`src/rtl/dcache_refill_ctrl_pkg.sv`:
```
// Shared types and address helpers for the data-cache refill controller.
// Address layout: tag | set | 2-bit byte offset.
package dcache_pkg;

    localparam int DC_NUM_SET = 8;
    localparam int DC_SET_W   = $clog2(DC_NUM_SET);
    localparam int DC_TAG_W   = 30 - DC_SET_W;

    typedef enum logic [1:0] {
        S_IDLE    = 2'd0,
        S_RD_WAIT = 2'd1,
        S_FILL    = 2'd2,
        S_WR_WAIT = 2'd3
    } dc_state_e;

    // Results are right-aligned; callers size-cast them to SET_W/TAG_W.
    function automatic logic [31:0] addr_set(input logic [31:0] a, input int set_w);
        return (a >> 2) & ((32'd1 << set_w) - 32'd1);
    endfunction

    function automatic logic [31:0] addr_tag(input logic [31:0] a, input int set_w);
        return a >> (set_w + 2);
    endfunction

endpackage

```
`src/rtl/dcache_refill_ctrl_sat_counter.sv`:
```
// Saturating up-counter; clear has priority over increment.
module sat_counter #(
    parameter int CNT_W = 16
) (
    input  logic             clk,
    input  logic             i_clear,
    input  logic             i_inc,
    output logic [CNT_W-1:0] o_count
);

    logic [CNT_W-1:0] r_count;

    always_ff @(posedge clk) begin
        if (i_clear)
            r_count <= '0;
        else if (i_inc && (r_count != {CNT_W{1'b1}}))
            r_count <= r_count + 1'b1;
    end

    assign o_count = r_count;

endmodule

```
`src/rtl/dcache_refill_ctrl.sv`:
```
// Read-miss refill and store write-through controller for the direct-mapped
// data cache, with a saturating read-miss counter.
module dcache_refill_ctrl
    import dcache_pkg::*;
#(
    parameter int NUM_SET = DC_NUM_SET,
    parameter int CNT_W   = 16,
    localparam int SET_W  = $clog2(NUM_SET),
    localparam int TAG_W  = 30 - SET_W
) (
    input  logic             clk,
    input  logic             rst,
    input  logic             MemReadM,
    input  logic             MemWriteM,
    input  logic [31:0]      ALUResultM,
    input  logic [31:0]      WriteDataM,
    input  logic             Hit,
    output logic             StallM,
    output logic             FillEn,
    output logic [SET_W-1:0] FillSet,
    output logic [TAG_W-1:0] FillTag,
    output logic [31:0]      FillData,
    output logic             RefillValid,
    output logic [31:0]      RefillData,
    output logic             mem_req,
    output logic             mem_we,
    output logic [31:0]      mem_addr,
    output logic [31:0]      mem_wdata,
    input  logic             mem_ready,
    input  logic [31:0]      mem_rdata,
    output logic [CNT_W-1:0] MissCount
);

    dc_state_e   r_state;
    logic [31:0] r_addr;
    logic [31:0] r_wdata;
    logic [31:0] r_rdata;
    logic        r_req;
    logic        r_we;
    logic        r_fill;
    logic        w_rd_miss;
    logic        w_miss_inc;

    // Stores take priority, so a load+store in the same cycle is not a miss.
    assign w_rd_miss  = !MemWriteM && MemReadM && !Hit;
    assign w_miss_inc = !rst && (r_state == S_IDLE) && w_rd_miss;

    always_ff @(posedge clk) begin
        if (rst) begin
            r_state <= S_IDLE;
            r_addr  <= '0;
            r_wdata <= '0;
            r_rdata <= '0;
            r_req   <= 1'b0;
            r_we    <= 1'b0;
            r_fill  <= 1'b0;
        end else begin
            case (r_state)
                S_IDLE: begin
                    r_fill <= 1'b0;
                    if (MemWriteM) begin
                        r_addr  <= ALUResultM & 32'hFFFF_FFFC;
                        r_wdata <= WriteDataM;
                        r_req   <= 1'b1;
                        r_we    <= 1'b1;
                        r_state <= S_WR_WAIT;
                    end else if (w_rd_miss) begin
                        r_addr  <= ALUResultM & 32'hFFFF_FFFC;
                        r_req   <= 1'b1;
                        r_we    <= 1'b0;
                        r_state <= S_RD_WAIT;
                    end
                end
                S_RD_WAIT: begin
                    if (mem_ready) begin
                        r_rdata <= mem_rdata;
                        r_req   <= 1'b0;
                        r_fill  <= 1'b1;
                        r_state <= S_FILL;
                    end
                end
                S_FILL: begin
                    r_fill  <= 1'b0;
                    r_state <= S_IDLE;
                end
                S_WR_WAIT: begin
                    if (mem_ready) begin
                        r_req   <= 1'b0;
                        r_we    <= 1'b0;
                        r_state <= S_IDLE;
                    end
                end
                default: begin
                    r_req   <= 1'b0;
                    r_we    <= 1'b0;
                    r_fill  <= 1'b0;
                    r_state <= S_IDLE;
                end
            endcase
        end
    end

    // The stall must rise in the same cycle the miss/store is seen and drop
    // in the write-accept cycle, so it cannot be registered.
    always_comb begin
        StallM = 1'b0;
        case (r_state)
            S_IDLE:    StallM = MemWriteM || w_rd_miss;
            S_RD_WAIT: StallM = 1'b1;
            S_FILL:    StallM = 1'b0;
            S_WR_WAIT: StallM = !mem_ready;
            default:   StallM = 1'b0;
        endcase
    end

    assign FillEn      = r_fill;
    assign RefillValid = r_fill;
    assign FillSet     = SET_W'(addr_set(r_addr, SET_W));
    assign FillTag     = TAG_W'(addr_tag(r_addr, SET_W));
    assign FillData    = r_rdata;
    assign RefillData  = r_rdata;
    assign mem_req     = r_req;
    assign mem_we      = r_we;
    assign mem_addr    = r_addr;
    assign mem_wdata   = r_wdata;

    sat_counter #(.CNT_W(CNT_W)) u_miss_cnt (
        .clk     (clk),
        .i_clear (rst),
        .i_inc   (w_miss_inc),
        .o_count (MissCount)
    );

endmodule

```
`config.mk`:
```
export PLATFORM = sky130hd
export DESIGN_NAME = dcache_refill_ctrl
export DESIGN_NICKNAME = d
export VERILOG_FILES = /design/src/rtl/dcache_refill_ctrl_pkg.sv /design/src/rtl/dcache_refill_ctrl_sat_counter.sv /design/src/rtl/dcache_refill_ctrl.sv
export SDC_FILE = /design/constraint.sdc
export NUM_CORES = 1
export LEC_CHECK = 0
export CORE_MARGIN = 2
export CORE_UTILIZATION = 38
export DETAILED_ROUTE_END_ITERATION = 10
export PLACE_DENSITY = 0.88
export SLEW_MARGIN = 10
export SYNTH_ARGS = -nofsm -noshare
export SYNTH_HDL_FRONTEND = slang
export SYNTH_SLANG_ARGS = --single-unit
```
`constraint.sdc`:
```
create_clock -name clk -period 2.45 [get_ports clk]
set_input_delay 0.49 -clock clk [delete_from_list [all_inputs] [get_ports clk]]
set_output_delay 0.49 -clock clk [all_outputs]
set_load 0.05 [all_outputs]
```
; Word-level counts from Yosys, hierarchy flattened
; Cells that the tools add are included.
[totals]
reg_bits = 117
out_inout_bits = 179
elab_cells = 58
in_bits = 102
[classes]
n_eq_ne = 8
n_addsub = 1
n_reduce_logical = 24
muxes = 17
[ops]
columns = cell, count
row1 = $mux 32, 2
row2 = $add 16x1->16 const B, 1
row3 = $ne 16x16->1 const B, 1
row4 = $reduce_and 3->1, 3
row5 = $mux 2, 4
row6 = $pmux 2 s4, 1
row7 = $reduce_and 2->1, 4
row8 = $reduce_bool 2->1, 4
row9 = $mux 1, 6
row10 = $pmux 1 s2, 3
row11 = $logic_and 1x1->1, 5
row12 = $eq 2x2->1 const B, 2
row13 = $logic_not 1->1, 4
row14 = $ne 2x2->1 const B, 2
row15 = $pmux 1 s4, 1
row16 = $reduce_or 2->1, 2
row17 = $ne 3x3->1 const B, 1
row18 = $eq 2x1->1 const B, 1
row19 = $logic_not 2->1, 1
row20 = $ne 2x1->1 const B, 1
row21 = $logic_or 1x1->1, 1

; Logic depth before layout (Yosys ltp)
; Gate-level depths: netlist (run 1).
[depth]
word_depth = 6
depth_mapped = 7

; Cells and area by module
; A second synthesis (run 1) with hierarchy kept.
[unflattened]
cells_unflattened = 606
hier_area_um2 = 5188.7
[modules_own_cells]
columns = mod, seq_area_each_um2, area_each_um2, n_inst, cells_each
row1 = dcache_refill_ctrl, 1981.9, 4340.4, 1, 507
row2 = sat_counter, 320.3, 848.3, 1, 99

; Worst setup path after synthesis (run 1)
; No wires, ideal clock.
[synth_timing]
path_type = flip-flop to flip-flop
from = register u_miss_cnt.r_count[0], in the netlist u_miss_cnt.o_count[0]
to = register u_miss_cnt.r_count[4], in the netlist u_miss_cnt.o_count[4]
setup_slack_ns = 0.304
t_required_ns = 2.380
stages_incl_launch_ff = 8
arrival_ns = 2.076
path_cell_list = dfxtp_1 -> ha_1 -> clkbuf_1 -> and4_1 -> and4_1 -> clkbuf_1 -> or4_1 -> a21oi_1
[synth_between]
elab_chain_len = 2
elab_cells_between_ends = 3
cone_classes = 1 x add/sub / 1 x eq/ne / 1 x reduce/logical
[synth_rtl]
columns = item, line
row1 = "start, declared", dcache_refill_ctrl_sat_counter.sv:11  ; logic [CNT_W-1:0] r_count;
row2 = "start signal, assigned", dcache_refill_ctrl_sat_counter.sv:17  ; r_count <= r_count + 1'b1;
row3 = "parallel branches: the longest is 2 deep, another holds $add 16x1->16", -
; Several ways; the timed one is not identified.
; A chain may end at the register's enable or synchronous reset.

; Worst setup path in the final report (run 1)
[layout_timing]
from = input Hit
to = output StallM
[layout_between]
elab_chain_len = 4
[layout_rtl]
columns = item, line
row1 = "start, declared", dcache_refill_ctrl.sv:17  ; input logic Hit,
row2 = $logic_not 1->1, dcache_refill_ctrl.sv:45  ; assign w_rd_miss = !MemWriteM && MemReadM && !Hit;
row3 = $logic_and 1x1->1, dcache_refill_ctrl.sv:45
row4 = $logic_or 1x1->1, dcache_refill_ctrl.sv:108  ; S_IDLE: StallM = MemWriteM || w_rd_miss;
row5 = $pmux 1 s4, dcache_refill_ctrl.sv:107  ; case (r_state)
row6 = "end, declared", dcache_refill_ctrl.sv:18  ; output logic StallM,
; No other way between the ends.

==> qor.yml, run 1 <==
run_status:
  status: "finished, final reports clean"
logic_synthesis:
  synthTopCellsByArea: "dfxtp_1, nand2_1, a21oi_1"
  ys_ff_latch: 115
  yosysTopAreaCell: "dfxtp_1"
  synthCells: 606
  synth_ff_type: "dfxtp_1"
  synth_top_area_share_pct: 47.9
  yosysUniqueCellTypes: 41
  async_reset_ff_share_pct: 0
  synth_edf_count: 0
  syn-cell-area_um2: 4800
  syn_avg_cell_area_um2: 7.93
  ys_warn_count: 0
  ys_seq_area_share_pct: 47.9
die:
  num_io_pins: 281
  core.rowCount: 41
  dieHeight_um: 116
  start_util_pct: 38.5
  core_um2: 12500
  die-area_um2: 13600
  fp.dieW_um: 116
placed_design:
  port_buffers: 276
  place_area_um2: 7280
  gp_congestion: 0.758
  hpwl_mm: 10.4
  dpl_worst_slack_ps: 20.7
  numPlacedInstances: 963
finish:
  final_cell_mix: "clkdlybuf4s50_1, nand2_1, dfxtp_1"
  fillers: 1032
  antenna_cells: 0
  drive_above_1_share_pct: 6.44
  mostFrequentLayoutCell: "clkdlybuf4s50_1"
  final_area_um2: 7880
  fin_nets: 913
  area_delta_synth_final_pct: 64.1
  stdcell_count: 995
detailed_routing:
  maxUsedRoutingLayer: "met4"
  detail-route-antenna-nets: 0
  drt-pass1-iter-count: 4
  dr_wl_met3_mm: 1.20
  wl_per_cell_um: 14.5
  vias: 4765
  wl_mm: 14.4
  viasPerCell: 4.79
  wl_met2_mm: 7.38
  route.detailed.drc: 0
  wl_met1_mm: 5.63
  first_iter_violations: 268
sta:
  skew_ps: 7.01
  clock.fmax_mhz: 458
  setup_tns_ps: 0
  timing.slew.headroom_pct: 58.4
  hold_viol: 0
  timing.final.ws_setup_ps: 264
  final-setup-viol-count: 0
  tightest_slew_ps: 624
  rsz0062_at_grt: "no"
  fin_crit_sh_pct: 89.2
  slew_violations: 0
  fin_crit_ps: 2190
  timing.hold.ws_ps: 451
cts:
  postCtsSetupBuffers: 0
  clock-sinks: 115
  clockBufferDepth: 2
  numCtsBuffers: 17
  cts_hold_buf: 0
  cts_tree: "yes"
  h-tree-depth: 4
  cts_root_buffer: "clkbuf_16"
  post_cts_resized: 0
  clk_pin_slew_ps: 50
  worstSkewPairLatency_ps: 410
grt:
  grt_max_degree: 121
  overflow: 0
  grt_pass1_wl_mm: 21.4
  antenna_found_initial: 0
  grt_pass1_vias: 4390
  track_usage_pct: 20.4
setup_path:
  crit_required_ps: 1960
  startpoint_type: "input port"
  cp_data_arrival_time_ps: 1700
  cp_max_fo: 2
  critPathKind: "input port to primary output"
  endpoint_kind: "primary output"
power_and_ir_drop:
  ir_worst_vdd_uv: 404
  powerDensity_nw_per_um2: 775
  leakage_uw: 0.00284
hold_path:
  hp-class: "register to register"
job:
  maxCapViolCount: 0
-- registers in the layout, summed over array words and instances, names as in the netlist --
register            flops
FillData               32
mem_wdata              32
mem_addr               30
u_miss_cnt.o_count     16
r_state                 2
FillEn                  1
mem_req                 1
mem_we                  1
-- cell type report --
class	count	area (µm²)	area share [%]
sequential	115	2300	29.2
clock inverter	9	128	1.62
timing repair buffer	287	2880	36.5
tap	172	215	2.73
clock buffer	23	478	6.06
multi-input combinational	384	1860	23.6
inverter	5	18.8	0.238
-- per-stage QoR --
step	total power (µW)	utilization (%)
5_1_grt	6320	63.2
3_5_place_dp	3640	58.4
2_1_floorplan	3110	-
6_report	6110	63.2
3_3_place_gp	3620	58.4
4_1_cts	6160	63.2
-- metal layers --
| metal | vias to the layer above | global-route usage (%) |
|---|---|---|
| met5 | - | 0 |
| met4 | 0 | 7.38 |
| met1 | 2189 | 22.9 |
| li1 | 2347 | - |
| met2 | 210 | 35.6 |
| met3 | 19 | 7.42 |
-- power breakdown --
part / total [µW] / leakage [µW] / internal (µW) / switching [µW]
Clock: 2510 / 0.000289 / 1670 / 833
Combinational: 1520 / 0.00161 / 543 / 979
Sequential: 2080 / 0.000938 / 1990 / 88.1
-- synthesized netlist by cell type (5+ instances only) --
cell type and count:
a21oi_1 106, nor2b_1 6, nor2_1 10, o31ai_1 6
or4_1 5, buf_4 66, dfxtp_1 115, and4_1 5
inv_1 5, nand3_1 5, nand2_1 197, clkbuf_1 35
-- kinds of logic after synthesis --
group                      Yosys count  synth area share [%]
adders and majority gates            1                 0.260
AOI/OAI and AO/OA                  130                  14.8
buffers and inverters              108                  13.6
DFF                                115                  47.9
other                                1                0.0781
and+or+nand+nor                    246                  22.1
muxes                                5                  1.17
-- critical path, cell delays in order --
cell	delay, ps
clkdlybuf4s50_1	570
nor2b_1	110
o21a_1	190
a21o_1	180
buf_12	150
-- final timing paths --
check | cells past startpoint | slack, ps | end | start
setup / recovery | 5 | 260 | StallM | Hit
setup reg to reg | 5 | 460 | u_miss_cnt.o_count[3]$_SDFFE_PP0P_ | u_miss_cnt.o_count[0]$_SDFFE_PP0P_
hold reg to reg | 2 | 450 | mem_wdata[9]$_SDFFE_PP0P_ | mem_wdata[9]$_SDFFE_PP0P_
hold / removal | 2 | 450 | mem_wdata[9]$_SDFFE_PP0P_ | mem_wdata[9]$_SDFFE_PP0P_
(Power assumes the default switching activity.)
==> inputs of run 2 (changes only) <==
--- a/config.mk
+++ b/config.mk
@@ -5,6 +5,7 @@
 export SDC_FILE = /design/constraint.sdc
 export NUM_CORES = 1
 export LEC_CHECK = 0
+export CORE_ASPECT_RATIO = 0.9
 export CORE_MARGIN = 2
 export CORE_UTILIZATION = 38
 export DETAILED_ROUTE_END_ITERATION = 10
==> qor.yml, run 2 (synthesized netlist as in run 1, its figures left out) <==
run_status:
  status: "finished, final reports clean"
finish:
  final_cell_mix: "clkdlybuf4s50_1, nand2_1, dfxtp_1"
  final_area_um2: 7890  # about the same
  mostFrequentLayoutCell: "clkdlybuf4s50_1"
  fillers: 1002  # -2.9%
  register_area_um2: 2300  # unchanged
  fin_nets: 914  # +0.11%
  drive_above_1_share_pct: 6.55  # +0.11 points
  area_delta_synth_final_pct: 64.2  # about the same
  antenna_cells: 0  # unchanged
  stdcell_count: 984  # -1.1%
  multiInputGateArea_um2: 1860  # unchanged
cts:
  numCtsBuffers: 17  # unchanged
  postCtsSetupBuffers: 0  # unchanged
  clk_pin_slew_ps: 60  # about the same
  cts_tree: "yes"
  cts_root_buffer: "clkbuf_16"
  h-tree-depth: 4  # unchanged
  cts_hold_buf: 0  # unchanged
  post_cts_resized: 0  # unchanged
  clock-sinks: 115  # unchanged
  worstSkewPairLatency_ps: 400  # about the same
  clockBufferDepth: 2  # unchanged
placed_design:
  numPlacedInstances: 952  # -1.1%
  hpwl_mm: 10.3  # -1.0%
  port_buffers: 276  # unchanged
  place_area_um2: 7270  # -0.10%
  gp_congestion: 0.755  # -0.37%
die:
  fp.dieW_um: 123  # +5.2%
  num_io_pins: 281  # unchanged
  core_um2: 12200  # -2.4%
  dieHeight_um: 111  # -5.0%
  die-area_um2: 13600  # about the same
  start_util_pct: 39.5  # +0.93 points
  core.rowCount: 38  # -7.3%
setup_path:
  crit_required_ps: 1960  # about the same
  path_delay_family: "buffers and inverters"
  cp_data_arrival_time_ps: 1670  # -30 ps
  cp_cell_sequence: "clkdlybuf4s50_1"
  startpoint_type: "register"
  crit_path_max_incr_delay_ps: 850  # +280 ps
  endpoint_kind: "primary output"
  cp_max_fo: 7  # +5
  path_buf_inv: 1  # -1
  slowest_stage: "clkdlybuf4s50_1"
  critPathKind: "register to primary output"
power_and_ir_drop:
  clock_power_share_pct: 41.8  # +0.8 points
  p_total_uw: 6180  # +1.3%
  pwr-share-comb_pct: 24.6  # -0.3 points
  netSwitchingPower_uw: 1950  # +2.5%
  seqPwrFrac_pct: 33.6  # -0.4 points
  ir_worst_vdd_uv: 625  # +55%
  leakage_uw: 0.00284  # about the same
  powerDensity_nw_per_um2: 784  # +1.2%
  internal_power_uw: 4240  # +0.71%
  swShare_pct: 31.5  # +0.37 points
hold_path:
  hp-class: "register to register"
sta:
  final-setup-viol-count: 0  # unchanged
  timing.slew.headroom_pct: 56.6  # -1.8 points
  clock.fmax_mhz: 463  # +1.2%
  fin_crit_ps: 2160  # -25.6 ps
  skew_ps: 7.68  # +0.669 ps
  setup_tns_ps: 0  # unchanged
  slew_violations: 0  # unchanged
  hold_viol: 0  # unchanged
  fin_crit_sh_pct: 88.2  # -1.0 points
  rsz0062_at_grt: "no"
  tightest_slew_ps: 651  # +27.2 ps
grt:
  grt_max_degree: 121  # unchanged
  overflow: 0  # unchanged
  grt_pass1_wl_mm: 22.5  # +5.3%
  antenna_found_initial: 0  # unchanged
  grt_pass1_vias: 4563  # +3.9%
  track_usage_pct: 20.9  # +0.46 points
detailed_routing:
  viasPerCell: 4.77  # -0.41%
  detail-route-antenna-nets: 0  # unchanged
  first_iter_violations: 244  # -9.0%
  drt-pass1-iter-count: 5  # +1
  wl_per_cell_um: 14.6  # +0.77%
  wl_mm: 14.4  # -0.35%
  vias: 4693  # -1.5%
  route.detailed.drc: 0  # unchanged
job:
  maxCapViolCount: 0  # unchanged
## run 2: metrics by stage
step	setup slack (ps)	util [%]	hold slack, ps
floorplan	304	-	548
global placement	-2.60	59.7	440
detailed placement	-36.8	59.7	446
CTS	269	64.8	453
global route	236	64.8	474
finish	290	64.8	452
## run 2: final cells by class
cell class | instances | share of cell area, %
repair buffers | 288 | 36.6
flip-flops and latches | 115 | 29.2
multi-input cells | 384 | 23.6
clock buffers | 20 | 5.54
well taps | 160 | 2.54
clock inverters | 12 | 2.30
inverters | 5 | 0.238
## run 2: final timing paths
check / from / end / slack, ps / depth (start not counted)
max: u_miss_cnt.o_count[2]$_SDFFE_PP0P_ / MissCount[2] / 290 / 1
min: mem_wdata[21]$_SDFFE_PP0P_ / mem_wdata[21]$_SDFFE_PP0P_ / 450 / 2
max reg2reg: r_state[1]$_SDFFE_PP0P_ / u_miss_cnt.o_count[11]$_SDFFE_PP0P_ / 420 / 5
min reg2reg: mem_wdata[21]$_SDFFE_PP0P_ / mem_wdata[21]$_SDFFE_PP0P_ / 450 / 2
## run 2: layer usage
layer  routed length, µm  vias up  GRT usage, %
li1                    -     2340             -
met1                5490     2139          21.6
met2                7340      194          38.0
met3                1350       20          8.44
met4                 206        0          6.36
met5                   0        -             0
## run 2: worst register-to-register path: cells and delay by family, from the launching register on
| family | cells | cell delay [ps] |
|---|---|---|
| AO/OA/AOI/OAI | 1 | 170 |
| AND/OR/NAND/NOR | 3 | 1150 |
| buffers and inverters | 1 | 210 |
| flip-flops | 1 | 420 |
## run 2: power by group through the flow
| stage | sequential (µW) | combinational, µW | clock [µW] |
|---|---|---|---|
| global placement | 2110 | 1510 | 0 |
| CTS | 2080 | 1530 | 2630 |
| floorplan | 2480 | 626 | 0 |
| detailed placement | 2120 | 1520 | 0 |
| finish | 2080 | 1520 | 2590 |
| global route | 2090 | 1600 | 2720 |
